$ cat src/rtl/dmem_arbiter.sv
// dmem_arbiter
//   Shares the single data_memory port between the pipeline MEM stage (CPU
//   port) and a loader/debug port (LD port). The CPU has priority by default.
//   A starvation counter forces the loader onto the port once the CPU has been
//   granted STARVE_LIMIT consecutive cycles while the loader was waiting. A
//   forced grant then keeps the port for up to LD_HOLD loader beats.
//
// Ports
//   clk, reset_n          clock (rising edge), asynchronous active-low reset
//   cpu_req/read/write    MEM stage request and strobes
//   cpu_addr/wdata        CPU address and write data
//   cpu_rdata             CPU read data, combinational from mem_rdata
//   cpu_stall             CPU denied this cycle (freeze the pipeline)
//   ld_valid/write/addr/wdata  loader beat offer
//   ld_ready              loader beat accepted this cycle
//   ld_rsp_valid/rdata    registered loader read response
//   mem_read/write/addr/wdata  drive the data_memory port
//   mem_rdata             data_memory read data, combinational
module dmem_arbiter #(
  parameter int ADDR_W       = 32,
  parameter int DATA_W       = 32,
  parameter int STARVE_LIMIT = 4,
  parameter int LD_HOLD      = 2
) (
  input  logic              clk,
  input  logic              reset_n,
  input  logic              cpu_req,
  input  logic              cpu_read,
  input  logic              cpu_write,
  input  logic [ADDR_W-1:0] cpu_addr,
  input  logic [DATA_W-1:0] cpu_wdata,
  output logic [DATA_W-1:0] cpu_rdata,
  output logic              cpu_stall,
  input  logic              ld_valid,
  input  logic              ld_write,
  input  logic [ADDR_W-1:0] ld_addr,
  input  logic [DATA_W-1:0] ld_wdata,
  output logic              ld_ready,
  output logic              ld_rsp_valid,
  output logic [DATA_W-1:0] ld_rdata,
  output logic              mem_read,
  output logic              mem_write,
  output logic [ADDR_W-1:0] mem_addr,
  output logic [DATA_W-1:0] mem_wdata,
  input  logic [DATA_W-1:0] mem_rdata
);

  localparam int SW = $clog2(STARVE_LIMIT + 1);
  localparam int HW = (LD_HOLD > 1) ? $clog2(LD_HOLD) : 1;
  localparam logic [SW-1:0] STARVE_MAX = SW'(STARVE_LIMIT);
  localparam logic [HW-1:0] HOLD_LAST  = HW'(LD_HOLD - 1);
  // A single-beat hold never needs the S_LD state.
  localparam bit HOLD_MULTI = (LD_HOLD > 1);

  typedef enum logic {S_CPU, S_LD} state_t;

  state_t            state_reg, state_next;
  logic [SW-1:0]     starve_cnt_reg, starve_cnt_next;
  logic [HW-1:0]     hold_cnt_reg, hold_cnt_next;
  logic              ld_rsp_valid_reg;
  logic [DATA_W-1:0] ld_rdata_reg;

  logic grant_cpu;
  logic grant_ld;
  logic force_ld;

  // Grant decision and next-state logic.
  always_comb begin
    grant_cpu       = 1'b0;
    grant_ld        = 1'b0;
    force_ld        = 1'b0;
    state_next      = state_reg;
    starve_cnt_next = starve_cnt_reg;
    hold_cnt_next   = hold_cnt_reg;
    case (state_reg)
      S_CPU: begin
        force_ld  = ld_valid && (starve_cnt_reg == STARVE_MAX);
        grant_cpu = cpu_req && !force_ld;
        grant_ld  = ld_valid && !grant_cpu;
        if (!ld_valid || grant_ld) begin
          starve_cnt_next = '0;
        end else if (grant_cpu && (starve_cnt_reg != STARVE_MAX)) begin
          starve_cnt_next = starve_cnt_reg + SW'(1);
        end
        // Only a contested forced grant opens a multi-beat hold; an
        // uncontested loader beat is served without changing state.
        if (HOLD_MULTI && force_ld && grant_ld && cpu_req) begin
          state_next    = S_LD;
          hold_cnt_next = HW'(1);
        end
      end
      S_LD: begin
        grant_ld  = ld_valid;
        // CPU takes the port in the same cycle the loader drops out.
        grant_cpu = cpu_req && !ld_valid;
        if (!ld_valid || (hold_cnt_reg == HOLD_LAST)) begin
          state_next      = S_CPU;
          hold_cnt_next   = '0;
          starve_cnt_next = '0;
        end else begin
          hold_cnt_next = hold_cnt_reg + HW'(1);
        end
      end
      default: begin
        state_next = S_CPU;
      end
    endcase
  end

  // Memory port mux.
  always_comb begin
    mem_read  = 1'b0;
    mem_write = 1'b0;
    mem_addr  = '0;
    mem_wdata = '0;
    if (grant_cpu) begin
      mem_read  = cpu_read;
      mem_write = cpu_write;
      mem_addr  = cpu_addr;
      mem_wdata = cpu_wdata;
    end else if (grant_ld) begin
      mem_read  = !ld_write;
      mem_write = ld_write;
      mem_addr  = ld_addr;
      mem_wdata = ld_wdata;
    end
  end

  always_ff @(posedge clk or negedge reset_n) begin
    if (!reset_n) begin
      state_reg        <= S_CPU;
      starve_cnt_reg   <= '0;
      hold_cnt_reg     <= '0;
      ld_rsp_valid_reg <= 1'b0;
      ld_rdata_reg     <= '0;
    end else begin
      state_reg        <= state_next;
      starve_cnt_reg   <= starve_cnt_next;
      hold_cnt_reg     <= hold_cnt_next;
      ld_rsp_valid_reg <= grant_ld && !ld_write;
      if (grant_ld && !ld_write) begin
        ld_rdata_reg <= mem_rdata;
      end
    end
  end

  assign cpu_rdata    = grant_cpu ? mem_rdata : '0;
  assign cpu_stall    = cpu_req && !grant_cpu;
  assign ld_ready     = grant_ld;
  assign ld_rsp_valid = ld_rsp_valid_reg;
  assign ld_rdata     = ld_rdata_reg;

endmodule

$ cat config.mk
export PLATFORM = sky130hd
export DESIGN_NAME = dmem_arbiter
export DESIGN_NICKNAME = d
export VERILOG_FILES = /design/src/rtl/dmem_arbiter.sv
export SDC_FILE = /design/constraint.sdc
export NUM_CORES = 1
export LEC_CHECK = 0
export CAP_MARGIN = 20
export CORE_MARGIN = 8
export CORE_UTILIZATION = 24
export CTS_CLUSTER_SIZE = 28
export DETAILED_ROUTE_END_ITERATION = 7
export PLACE_DENSITY = 0.79
export RECOVER_POWER = 25
export SYNTH_ARGS = -nofsm -noshare
export SYNTH_HDL_FRONTEND = slang
export SYNTH_SLANG_ARGS = --single-unit
export TNS_END_PERCENT = 30
$ cat constraint.sdc
create_clock -name clk -period 1.84 [get_ports clk]
set_input_delay 0.368 -clock clk [delete_from_list [all_inputs] [get_ports clk]]
set_output_delay 0.368 -clock clk [all_outputs]
set_load 0.02 [all_outputs]
-- After elaboration in Yosys (flattened, before gate mapping)
Cells that the tools add are included.
- bits in registers: 38
- input bits: 167
- output and inout port bits: 133
- word-level logic and storage cells: 51
- $add $sub $neg: 2
- equal/unequal tests: 5
- multiplexer cells: 21
- bitwise logic cells: 1
- reduce and logical (&&, ||, !) cells: 17
- operator list (cell ; count):
    32-bit two-way mux ; 5
    1-bit logical AND ; 9
    3-bit two-way mux ; 3
    1-bit two-way mux ; 8
    1-bit case mux with 2 select lines ; 4
    3-bit inequality test (second input constant) ; 2
    3-bit case mux with 2 select lines ; 1
    1-bit logical NOT ; 5
    3-bit by 1-bit adder with 3-bit output (second input constant) ; 1
    3-bit equality test (second input constant) ; 1
    1-bit logical OR ; 2
    2-bit by 1-bit inequality test with 1-bit output (second input constant) ; 1
    2-bit inequality test (second input constant) ; 1
    2-bit AND reduction ; 1
    1-bit adder (second input constant) ; 1
    1-bit inverter ; 1

-- Depth between registers and ports, before layout
- depth after elaboration: 10
- gate-level depth with buffers: 8
- gate-level depth less buffers: 5

-- Worst setup path before layout
OpenSTA, ideal clock, no wires.
- path type: reg2out
- from: register starve_cnt_reg[0]
- to: output mem_addr[0]
- arrival time: 1.646 ns
- data required time: 1.472 ns
- path slack: -0.174 ns
- stages on the path, launching flop included: 8
- buffers on the path: 2
- cell sequence: dfrtp_1 > inv_1 > ha_1 > nand2_1 > a21oi_1 > buf_2 > buf_2 > a22o_1
- longest elaborated chain between the ends: 9
- elaborated cells between the ends (all ways): 10
- classes of those cells: eq/ne (1); mux (4); reduce/logical (5)
- ends and longest elaborated chain (element ; RTL line ; text):
    start: declaration ; 58 ; logic [SW-1:0] starve_cnt_reg, starve_cnt_next;
    start signal: assignment ; 138 ; starve_cnt_reg <= starve_cnt_next;
    3-bit equality test * ; 77 ; force_ld = ld_valid && (starve_cnt_reg == STARVE_MAX);
    1-bit logical AND * ; 77 ;
    1-bit logical NOT * ; 78 ; grant_cpu = cpu_req && !force_ld;
    1-bit logical AND * ; 78 ;
    1-bit logical NOT ; 79 ; grant_ld = ld_valid && !grant_cpu;
    1-bit logical AND ; 79 ;
    1-bit case mux with 2 select lines ; 75 ; case (state_reg)
    32-bit two-way mux ; 121 ; end else if (grant_ld) begin
    32-bit two-way mux * ; 116 ; if (grant_cpu) begin
    end: declaration ; 43 ; output logic [ADDR_W-1:0] mem_addr,
Mark *: on every way between the ends. The rest lies on a longest branch, timed or not.

-- Final worst setup path
- from: register starve_cnt_reg[1]
- to: output mem_wdata[31]
- longest elaborated chain between the ends: 9
- elaborated cells between the ends (all ways): 10
- classes of those cells: eq/ne (1); mux (4); reduce/logical (5)
- ends and longest elaborated chain (element ; RTL line ; text):
    3-bit equality test * ; 77 ;
    1-bit logical AND * ; 77 ;
    1-bit logical NOT * ; 78 ;
    1-bit logical AND * ; 78 ;
    1-bit logical NOT ; 79 ;
    1-bit logical AND ; 79 ;
    1-bit case mux with 2 select lines ; 75 ;
    32-bit two-way mux ; 121 ;
    32-bit two-way mux * ; 116 ;
    end: declaration ; 44 ; output logic [DATA_W-1:0] mem_wdata,
Marks and branches as above.

==> summary.md <==
| Metric | Value |
|---|---|
| Status | `finished with violations` |
| Violated checks | `negative setup slack` |
| Synth unique cells | `29` |
| WS Path Type | `flip-flop to output pin` |
| Initial DRC Count | `174` |
| Max Clock Freq | `434.3 MHz` |
| Slew Viols, Final | `0` |
| Worst Setup End Kind | `output pin` |
| Remaining DRCs | `0` |
| # port buffers | `299` |
| Drt via density | `4.814` |
| CTS tree | `built` |
| Hold buffer count at CTS | `0` |
| Syn_nets | `384` |
| Design area | `0.006409 mm^2` |
| Leak Pwr | `2.840 nW` |
| Die Y | `116.0 um` |
| Gr usage total | `21.54%` |
| Htree depth | `2` |
| Max Clock Skew | `13.48 ps` |
| Min-Delay Path Class | `primary input to asynchronous set/reset pin` |
| Post-layout nets | `715` |
| Worst-path clk slew | `80 ps` |
| Crit start category | `flip-flop` |
| Initial core utilization | `24.65%` |
| GPL Wtd Cong | `0.8832` |
| Routed WL | `16030 um` |
| Tcrit/Tclk final | `125.1%` |
| Max-cap viol count | `0` |
| Most frequent cell after synthesis | `a22o_1` |
| Final setup fails | `132` |
| Clock Latency Late Sink | `300 ps` |
| Peak supply drop | `0.0004931 V` |
| Hold WS | `292.8 ps` |
| IO Count | `300` |
| Vias in the first global route | `3551` |
| Final core occ | `65.87%` |
| Commonest cells post-synth | `a22o_1 (66), dfrtp_1 (38), and2_1 (33)` |
| Layout cells sized above 1 | `45.89%` |
| Die area | `0.01345 mm^2` |
| Vias | `3278` |
| Antenna violations before repair | `1` |
| Post-Syn Instances | `215` |
| Post-synth top area share | `39.65%` |
| Yosys top cell by area | `dfrtp_1` |
| Area grow syn2layout | `167.2%` |
| Clk root buf | `clkbuf_8` |
| Post-synth EDFFs | `0` |
| Fin crit period | `2302 ps` |
| DR WL/cell | `23.54 um` |
| Final hold violations | `0` |
| Slew headroom | `36.15%` |
| Largest net degree at the start of global routing | `39` |
| Total grt overflow | `0` |
| Post-DP HPWL | `12530 um` |
| Synth warn | `0` |
| Mapped Avg Cell Area | `11.16 um^2` |
| Max reg flops | `32` |
| Worst endpoint required time | `1470 ps` |
| Flops & latches, synth | `38` |
| Unrepaired setup endpoints after global routing | `yes` |
| Worst Path Arrival | `1930 ps` |
| CTS sink cnt | `38` |
| Number of CTS-inserted buffers | `5` |
| Antenna-violating nets left | `0` |
| Post-DP Area | `0.006050 mm^2` |
| Clock Path Buffers | `2` |
| Core ar. | `0.009729 mm^2` |
| Min setup slack post-route | `-462.4 ps` |
| Syn Std Cell Area | `0.002399 mm^2` |
| DRT Pass-1 Iters | `4` |
| Rows | `36` |
| Main synth FF type | `dfrtp_1` |
| Ys async rst share | `100.0%` |
| Most area-consuming cells after synthesis | `dfrtp_1 (40%), a22o_1 (24%), mux2_2 (14%), and2_1 (8.6%), buf_2 (2.5%)` |
| Register area share after synthesis | `39.65%` |
| Total negative slack | `-42940 ps` |
| Crit-path max FO | `13` |
| Tightest Pin Transition | `957.7 ps` |
| Die width | `116.0 um` |
| Cell Pwr Density | `592.6 mW/mm^2` |
| First-pass GRT wire length | `21710 um` |
-- layout by cell type (no fill, tap or decap), types with 2 or more instances in the layout --
cell,n
mux2_1,2
buf_12,7
a22o_1,31
dfrtp_1,38
inv_2,3
clkbuf_8,6
buf_2,31
a21oi_1,2
buf_6,67
mux2_2,29
buf_4,32
and2_1,10
clkbuf_16,6
a22o_4,35
and2_4,23
clkdlybuf4s50_1,197
buf_8,2
-- logic make-up after synthesis --
logic type / count (synthesis) / share of synthesized area [%]
AND/OR/NAND/NOR: 43 / 11.37
AO/OA/AOI/OAI: 76 / 27.33
multiplexers: 32 / 15.02
buffers and inverters: 24 / 5.582
flip-flops: 38 / 39.65
adder cells (fa/ha/maj): 2 / 1.043
-- worst paths after layout --
kind / start / endpoint / slack, ps / depth (start not counted)
worst min-delay path: reset_n / ld_rdata[17] / 290 / 2
max in group asynchronous: reset_n / ld_rdata[6] / 950 / 2
worst min register to register: ld_rdata[19] / ld_rdata[19] / 500 / 1
worst max-delay path: starve_cnt_reg[1] / mem_wdata[31] / -460 / 8
min in group clk: ld_rdata[19] / ld_rdata[19] / 500 / 1
worst max register to register: starve_cnt_reg[1] / ld_rdata[8] / -180 / 8
-- power breakdown --
| part | total [mW] | leakage, nW | switching, mW | internal, mW |
|---|---|---|---|---|
| clock network | 0.630 | 0.0478 | 0.322 | 0.309 |
| registers | 1.04 | 0.457 | 0.0712 | 0.972 |
| logic | 2.12 | 2.34 | 0.921 | 1.20 |
-- through the flow --
| step | total power [mW] | instances | worst slack (ps) |
|---|---|---|---|
| 4_1_cts | 3.697 | 665 | -504.5 |
| 3_5_place_dp | 3.091 | 656 | -846.1 |
| 2_1_floorplan | 1.919 | 215 | -7.612 |
| 6_report | 3.798 | 681 | -462.4 |
| 5_1_grt | 3.969 | 681 | -527.8 |
| 3_3_place_gp | 3.062 | 656 | -829.5 |
-- final cells by class --
class                           instances  area, um^2
Timing Repair Buffer                  344        3456
Fill cell                             762        3321
Multi-Input combinational cell        154        1723
Sequential cell                        38       950.9
Tap cell                              133       166.4
Clock buffer                            6       82.58
Clock inverter                          2       16.27
Inverter                                3       11.26
Antenna cell                            1       2.502
-- repair_timing --
action,CTS,global route
setup buffers,1,8
pin swaps,24,25
resized for setup,430,98
setup endpoints to repair,132,132
gates cloned,0,8
-- critical path: stages, from the launching register on --
cell and delay [ps]:
dfrtp_1 410, inv_2 80, ha_4 150, nand2_4 80
a21oi_4 250, buf_4 160, buf_12 130, a22o_1 200
buf_4 170
-- layer usage --
metal  share of wire [%]  track usage, %  up-vias
met5                   0               0        -
met4                 2.8           8.211        0
met3                  11           8.963       27
met2                  48           36.45      192
met1                  38           23.51     1566
li1                    -               -     1493
No activity file was read; power rests on OpenSTA's default activity.
